$ cat config.mk
export PLATFORM = sky130hd
export DESIGN_NAME = bram_stream_reader
export DESIGN_NICKNAME = d
export VERILOG_FILES = /design/src/rtl/bram_stream_reader.sv
export SDC_FILE = /design/constraint.sdc
export NUM_CORES = 1
export LEC_CHECK = 0
export ABC_AREA = 0
export CORE_MARGIN = 3
export CORE_UTILIZATION = 40
export DETAILED_ROUTE_END_ITERATION = 16
export PLACE_DENSITY = 0.63
export RECOVER_POWER = 25
export SKIP_LAST_GASP = 1
export SLEW_MARGIN = 20
export SYNTH_ARGS = -nofsm -noshare
export SYNTH_HDL_FRONTEND = slang
export SYNTH_SLANG_ARGS = --single-unit
$ cat constraint.sdc
create_clock -name clk -period 2.6 [get_ports clk]
set_clock_uncertainty 0.1 [all_clocks]
set_input_delay 0.39 -clock clk [delete_from_list [all_inputs] [get_ports clk]]
set_output_delay 0.39 -clock clk [all_outputs]
set_load 0.02 [all_outputs]
$ cat src/rtl/bram_stream_reader.sv
// Streams a (start address, length) window out of a registered-read block RAM as valid/ready words.
// Optional BRAM_READER_LAST_EN adds an m_last flag marking the final word of each command.
module bram_stream_reader #(
   parameter int WORD_LEN = 32,
   parameter int DEPTH    = 256,
   parameter int AW       = $clog2(DEPTH)
) (
   input  logic                clk,
   input  logic                rst,
   input  logic                cmd_valid,
   output logic                cmd_ready,
   input  logic [AW-1:0]       cmd_addr,
   input  logic [AW:0]         cmd_len,
   output logic                enb,
   output logic [AW-1:0]       addrb,
   input  logic [WORD_LEN-1:0] dob,
   output logic                m_valid,
   input  logic                m_ready,
   output logic [WORD_LEN-1:0] m_data,
`ifdef BRAM_READER_LAST_EN
   output logic                m_last,
`endif
   output logic                busy
);

   // state | meaning
   // IDLE  | waiting for a command, cmd_ready high
   // RUN   | issuing reads while the output buffer has room
   // DRAIN | all reads issued, waiting for buffer and pipeline to empty
   typedef enum logic [1:0] {S_IDLE, S_RUN, S_DRAIN} state_t;

   localparam logic [AW-1:0] LAST_ADDR = AW'(DEPTH - 1);
   localparam logic [AW:0]   LEN_ONE   = (AW+1)'(1);

   state_t              state;
   logic [AW-1:0]       rd_addr;
   logic [AW-1:0]       addr_hold;
   logic [AW:0]         remaining;
   logic                inflight;
   logic [WORD_LEN-1:0] fifo_data [3];
   logic [1:0]          wr_ptr;
   logic [1:0]          rd_ptr;
   logic [1:0]          count;
   logic [1:0]          count_next;
   logic                issue;
   logic                push;
   logic                pop;
`ifdef BRAM_READER_LAST_EN
   logic                fifo_last [3];
   logic                last_inflight;
`endif

   function automatic logic [1:0] ptr_inc(input logic [1:0] p);
      return (p == 2'd2) ? 2'd0 : p + 2'd1;
   endfunction

   // Issue decision uses only registered occupancy, so m_ready never reaches the RAM port.
   assign issue = (state == S_RUN) && (({1'b0, count} + {2'b00, inflight}) < 3'd3);
   assign push  = inflight;
   assign pop   = m_valid & m_ready;

   always_comb begin
      count_next = count;
      if (push && !pop)
         count_next = count + 2'd1;
      else if (!push && pop)
         count_next = count - 2'd1;
   end

   always_ff @(posedge clk) begin
      if (rst) begin
         state     <= S_IDLE;
         rd_addr   <= '0;
         addr_hold <= '0;
         remaining <= '0;
         inflight  <= 1'b0;
         wr_ptr    <= 2'd0;
         rd_ptr    <= 2'd0;
         count     <= 2'd0;
         for (int i = 0; i < 3; i++) fifo_data[i] <= '0;
`ifdef BRAM_READER_LAST_EN
         last_inflight <= 1'b0;
         for (int i = 0; i < 3; i++) fifo_last[i] <= 1'b0;
`endif
      end else begin
         inflight <= issue;
`ifdef BRAM_READER_LAST_EN
         last_inflight <= issue && (remaining == LEN_ONE);
`endif
         if (push) begin
            fifo_data[wr_ptr] <= dob;
`ifdef BRAM_READER_LAST_EN
            fifo_last[wr_ptr] <= last_inflight;
`endif
            wr_ptr <= ptr_inc(wr_ptr);
         end
         if (pop)
            rd_ptr <= ptr_inc(rd_ptr);
         count <= count_next;

         case (state)
            S_IDLE: begin
               if (cmd_valid) begin
                  rd_addr   <= cmd_addr;
                  remaining <= cmd_len;
                  if (cmd_len != '0)
                     state <= S_RUN;
               end
            end
            S_RUN: begin
               if (issue) begin
                  addr_hold <= rd_addr;
                  rd_addr   <= (rd_addr == LAST_ADDR) ? '0 : rd_addr + 1'b1;
                  remaining <= remaining - LEN_ONE;
                  if (remaining == LEN_ONE)
                     state <= S_DRAIN;
               end
            end
            S_DRAIN: begin
               if (!inflight && (count_next == 2'd0))
                  state <= S_IDLE;
            end
            default: state <= S_IDLE;
         endcase
      end
   end

   assign enb       = issue;
   assign addrb     = issue ? rd_addr : addr_hold;
   assign m_valid   = (count != 2'd0);
   assign m_data    = fifo_data[rd_ptr];
`ifdef BRAM_READER_LAST_EN
   assign m_last    = fifo_last[rd_ptr];
`endif
   assign cmd_ready = (state == S_IDLE);
   assign busy      = (state != S_IDLE);

endmodule

==> results.py, run 1 <==
metrics = {
    "power_and_ir_drop": {
        "pwr-share-seq_pct": 44.2,
        "power.switching_mw": 1.97,
        "power.total_mw": 6.95,
        "sw_frac_of_total_pct": 28.4,
        "pwr-share-clk_pct": 32.5,
        "leakage_nw": 3.57,
        "power_density_nw_per_um2": 758,
        "vdd.ir_drop.worst_v": 0.000469,
        "combPwrFrac_pct": 23.3,
        "cellInternalPower_mw": 4.98,
    },
    "setup_path": {
        "worstSetupPathType": "reg -> out",
        "crit_family": "adder cells",
        "worst-path-max-fanout": 8,
        "startpoint_type": "flip-flop",
        "critPathMaxStageDelay_ns": 0.34,
        "path_buf_inv": 2,
        "cp-end-kind": "primary output",
        "crit_slowest_cell": "dfxtp_1",
        "path_cells": "ha_2, ha_4, a21oi_4, nand2_4, inv_4, mux2_4, buf_2",
        "worstPathArrival_ns": 2.01,
        "cp.required_ns": 2.11,
    },
    "final_layout": {
        "n_fill_cell": 1469,
        "antenna_cells": 0,
        "fin_cells": 861,
        "final_common_cell": "edfxtp_1",
        "multiInputGateArea_um2": 2550,
        "layout-drive-gt1-share_pct": 20.6,
        "finalNetCount": 682,
        "layout_common_cells": "edfxtp_1 (128), and2_1 (72), and3_1 (36), dfxtp_1 (33), dlygate4sd3_1 (33)",
        "regArea_um2": 4570,
        "area_growth_pct": 25.7,
    },
    "timing": {
        "fmax_mhz": 399,
        "period_minus_slack_ns": 2.50,
        "slew_headroom_pct": 66.9,
        "final_hold_viol_count": 0,
        "worstMarginPinSlew_ns": 0.492,
        "slew_violations": 0,
        "setup_viol": 0,
        "rsz0062_at_grt": "false",
        "min_period_over_period_pct": 96.3,
    },
    "placement": {
        "post-dp-hpwl_mm": 10.2,
        "port_buffers": 96,
        "place_inst": 827,
        "place_congestion": 0.818,
    },
    "route": {
        "wl_mm": 16.4,
        "final_antenna_net_count": 0,
        "vias_per_cell": 5.43,
        "routedWlPerCell_um": 19.0,
        "drc": 0,
        "firstDrtPassIters": 4,
        "drt-initial-drc-count": 353,
        "vias": 4678,
    },
    "yosys": {
        "synth_fp_nets": 572,
        "yosysUniqueCellTypes": 64,
        "ys.flop_type": "edfxtp_1",
        "synth_top_area_share_pct": 52.7,
        "yosysTopAreaCell": "edfxtp_1",
        "synth-seq-area-share_pct": 62.6,
        "synth-edff-count": 128,
        "ys_warn_count": 0,
        "synth_area_leaders": "edfxtp_1 (53%), dfxtp_1 (9.9%), mux4_2 (9.9%), and2_1 (6.2%), and3_1 (3.2%)",
        "ys_ff_latch": 164,
        "avgSynthCellArea_um2": 14.2,
        "synthArstFlopShare_pct": 0,
        "netlist_area_um2": 7300,
        "synth_cells": 513,
    },
    "hold_path": {
        "hp-class": "reg -> reg",
    },
    "clocking": {
        "cts_buffers": 17,
        "cts_buffer_depth": 2,
        "cts_root_buffer": "clkbuf_16",
        "tritoncts": "built",
        "clock_latency_ns": 0.42,
        "cts_sinks": 164,
        "clkTransAtPathRegs_ns": 0.07,
        "h-tree-depth": 4,
    },
    "global_routing": {
        "grt_usage_pct": 17.3,
        "grt_remaining_overflow": 0,
        "antenna_found_initial": 0,
        "grtUsageMet2_pct": 28.2,
        "grt_start_max_net_pins": 33,
        "grt_pass1_wl_mm": 26.4,
        "busiest_layer": "met2",
        "groute.layer.met3.usage_pct": 3.56,
        "met1_usage_pct": 22.8,
        "grt_pass1_vias": 4867,
    },
    "flow_run": {
        "drv_cap": 0,
    },
    "die": {
        "die_h_um": 141,
        "rows": 48,
        "start_util_pct": 41.5,
        "die_x_um": 141,
        "io_pins": 97,
        "die_area_um2": 19900,
        "core-area_um2": 17600,
    },
    "outcome": {
        "status": "finished, final reports clean",
    },
}
layer usage:
metal | up-vias | wire length (um)
met4 | 0 | 232
met3 | 18 | 989
met5 | - | 0
met1 | 2327 | 7000
met2 | 158 | 8150
li1 | 2175 | -
logic make-up after synthesis:
| group | after synthesis | synth area share, % |
|---|---|---|
| simple gates | 182 | 15.0 |
| flops | 164 | 62.6 |
| compound gates | 70 | 6.93 |
| buf+inv | 48 | 2.90 |
| mux | 41 | 11.4 |
| fa+ha+maj | 6 | 1.03 |
| xor+xnor | 2 | 0.240 |
power groups by stage:
stage	Clock (mW)	Combinational (mW)	Sequential (mW)
3_3_place_gp	0	1.69	3.11
6_report	2.26	1.62	3.07
5_1_grt	2.44	1.76	3.09
2_1_floorplan	0	1.05	3.10
4_1_cts	2.32	1.65	3.07
3_5_place_dp	0	1.71	3.13
Yosys cell counts, drive strengths merged, types with 3 or more instances:
library cell	count
mux2	8
a311oi	4
nor3b	4
nand3	5
ha	6
nor2	22
o211ai	4
nand2	14
a32o	3
and3	37
mux4	32
inv	15
a21oi	18
nand2b	3
buf	12
clkbuf	21
edfxtp	128
nor3	5
a31oi	5
and2	72
nor4	5
o21ai	15
or2	4
dfxtp	36
a21o	3
worst min-delay path, stage by stage (launching register included):
cell and delay, ns:
dfxtp_1 0.33, inv_1 0.05, o22ai_1 0.06
metrics by stage:
stage / hold WS, ns / worst slack (ns) / instance area, um2 / TNS (ns) / utilization [%]
6_report: 0.387 / 0.0952 / 9170 / 0 / 52.1
5_1_grt: 0.418 / 0.00409 / 9170 / 0 / 52.1
4_1_cts: 0.388 / -0.00246 / 9140 / -0.00274 / 52.0
3_5_place_dp: 0.379 / -0.00290 / 8630 / -0.00290 / 49.0
3_3_place_gp: 0.365 / 0.0163 / 8630 / 0 / 49.0
2_1_floorplan: 0.335 / 0.401 / 7300 / 0 / -
layout make-up:
class | instances | area share [%]
Clock inverter | 15 | 1.19
Timing Repair Buffer | 124 | 12.9
Clock buffer | 17 | 4.64
Sequential cell | 164 | 49.8
Tap cell | 225 | 3.07
Multi-Input combinational cell | 301 | 27.8
Inverter | 15 | 0.641
repair_timing:
item / CTS / global route
hold buffers: 0 / 0
setup endpoints to repair: 33 / 17
buffers inserted: 1 / 1
pin swaps: 1 / 1
gates cloned: 0 / 0
resized for setup: 51 / 17
state kept, by name, summed over array words and instances (netlist names), named ones only:
register   cells
remaining      9
state          2
wr_ptr         2
addr_hold      8
fifo_data    128
inflight       1
count          2
rd_ptr         2
rd_addr        8
worst paths after layout:
kind | start | to | slack [ns] | cells past startpoint
min reg2reg | rd_addr[6] | rd_addr[6] | 0.39 | 2
max reg2reg | inflight | remaining[6] | 0.53 | 8
max | inflight | addrb[1] | 0.1 | 7
min | rd_addr[6] | rd_addr[6] | 0.39 | 2
Power figures use the tool's default switching activity.
==> run 2: changes to the inputs <==
--- a/config.mk
+++ b/config.mk
@@ -6,8 +6,8 @@
 export NUM_CORES = 1
 export LEC_CHECK = 0
 export ABC_AREA = 0
-export CORE_MARGIN = 3
 export CORE_UTILIZATION = 40
+export CTS_CLUSTER_SIZE = 10
 export DETAILED_ROUTE_END_ITERATION = 16
 export PLACE_DENSITY = 0.63
 export RECOVER_POWER = 25
==> run 2 against run 1 <==
Critical path depth up 1. Global-route usage up 1.3 points. Non-clock buffer count grew 1. Power increased by 4.8%. Cell count rose by 0.58%. Combinational power increased by 6%. Wire length grew 1.0%. Critical endpoint is now addrb[7].
==> results.py, run 2 (same netlist as run 1, synthesis figures left out) <==
metrics = {
    "route": {
        "vias": 4692,
        "routedWlPerCell_um": 19.1,
        "wl_mm": 16.5,
        "final_antenna_net_count": 0,
        "vias_per_cell": 5.42,
        "drt-initial-drc-count": 298,
        "drc": 0,
        "firstDrtPassIters": 4,
    },
    "die": {
        "rows": 49,
        "start_util_pct": 40.8,
        "die_area_um2": 18800,
        "die_x_um": 137,
        "core-area_um2": 17900,
        "io_pins": 97,
        "die_h_um": 137,
    },
    "clocking": {
        "tritoncts": "built",
        "cts_root_buffer": "clkbuf_16",
        "clkTransAtPathRegs_ns": 0.06,
        "cts_sinks": 164,
        "cts_buffer_depth": 2,
        "clock_latency_ns": 0.42,
        "h-tree-depth": 4,
        "cts_buffers": 17,
    },
    "power_and_ir_drop": {
        "power_density_nw_per_um2": 781,
        "pwr-share-clk_pct": 34.2,
        "cellInternalPower_mw": 5.33,
        "vdd.ir_drop.worst_v": 0.000589,
        "leakage_nw": 3.86,
        "pwr-share-seq_pct": 42.4,
        "combPwrFrac_pct": 23.4,
        "power.switching_mw": 1.95,
        "sw_frac_of_total_pct": 26.8,
    },
    "setup_path": {
        "cp-end-kind": "primary output",
        "worstPathArrival_ns": 2.07,
        "cp.required_ns": 2.11,
        "startpoint_type": "flip-flop",
        "worstSetupPathType": "reg -> out",
        "worst-path-max-fanout": 6,
    },
    "final_layout": {
        "final_util_pct": 52.1,
        "finalNetCount": 683,
        "largest_reg_flops": 128,
        "n_fill_cell": 1505,
        "layout_common_cells": "edfxtp_1 (128), and2_1 (72), and3_1 (36), dlygate4sd3_1 (33)",
        "top_register": "fifo_data",
        "final_common_cell": "edfxtp_1",
        "layout-drive-gt1-share_pct": 19.8,
        "area_growth_pct": 27.9,
        "antenna_cells": 0,
        "fin_cells": 866,
        "fin_area_um2": 9330,
        "reg_top3": "fifo_data: 128 flops, remaining: 9 flops",
    },
    "placement": {
        "port_buffers": 96,
        "post-dp-hpwl_mm": 10.3,
        "place_inst": 831,
        "place_congestion": 0.821,
        "place_area_um2": 8630,
    },
    "flow_run": {
        "drv_cap": 0,
    },
    "outcome": {
        "status": "finished, final reports clean",
    },
    "timing": {
        "final_hold_viol_count": 0,
        "fin_setup_tns_ns": 0,
        "slew_headroom_pct": 20.8,
        "slew_violations": 0,
        "rsz0062_at_grt": "true",
        "worstMarginPinSlew_ns": 1.19,
        "fmax_mhz": 391,
        "min_period_over_period_pct": 98.3,
        "period_minus_slack_ns": 2.56,
        "setup_viol": 0,
    },
    "global_routing": {
        "grt_pass1_wl_mm": 25.4,
        "grt_usage_pct": 18.5,
        "grt_start_max_net_pins": 33,
        "antenna_found_initial": 0,
        "grt_pass1_vias": 4731,
        "grt_remaining_overflow": 0,
    },
    "hold_path": {
        "hp-class": "reg -> reg",
    },
}
## run 2: metrics by stage
step           hold slack [ns]  setup slack [ns]  power (mW)
3_3_place_gp             0.369            0.0154        4.80
6_report                 0.390            0.0449        7.29
4_1_cts                  0.389            -0.119        7.35
5_1_grt                  0.411           -0.0354        7.60
3_5_place_dp             0.381          -0.00625        4.84
2_1_floorplan            0.335             0.401        4.15
## run 2: metal layers
metal / global-route usage (%) / routed length, um / vias up
met4: 6.59 / 150 / 0
met5: 0 / 0 / -
met3: 3.48 / 902 / 11
met1: 22.7 / 6960 / 2346
li1: - / - / 2177
met2: 32.5 / 8520 / 158
## run 2: path summary, 6_finish.rpt
| path | startpoint | slack [ns] | end | cells past startpoint |
|---|---|---|---|---|
| worst min-delay path | remaining[8] | 0.39 | remaining[8] | 2 |
| worst max register to register | inflight | 0.46 | fifo_data[0][10] | 4 |
| worst min register to register | remaining[8] | 0.39 | remaining[8] | 2 |
| worst max-delay path | count[0] | 0.04 | addrb[7] | 8 |
## run 2: power by group through the flow
stage                     Sequential (mW)  Clock [mW]  Combinational, mW
after floorplan                      3.10           0               1.05
after global placement               3.11           0               1.69
after CTS                            3.07        2.54               1.73
final                                3.09        2.49               1.71
after detailed placement             3.13           0               1.71
after global routing                 3.10        2.65               1.85
## run 2: cell type report
cell class / instances / area, um2 / area share [%]
multi-input cells: 301 / 2560 / 27.4
flip-flops and latches: 164 / 4570 / 49.0
well taps: 229 / 287 / 3.07
clock inverters: 14 / 159 / 1.70
clock buffers: 18 / 429 / 4.60
inverters: 15 / 58.8 / 0.630
repair buffers: 125 / 1270 / 13.6
## run 2: critical path, cell delays in order, from the launching register on
cell	delay [ns]
dfxtp_2	0.33
ha_4	0.16
ha_4	0.22
a21oi_4	0.16
nand2_4	0.11
inv_4	0.09
buf_4	0.12
mux2_4	0.30
buf_4	0.16
## run 2: timing repair
action / 4_1_cts / 5_1_grt
setup endpoints to repair: 41 / 38
hold buffers: 0 / 0
pin swaps: 2 / 0
resized for setup: 28 / 38
setup buffers: 1 / 1
cloned: 0 / 1
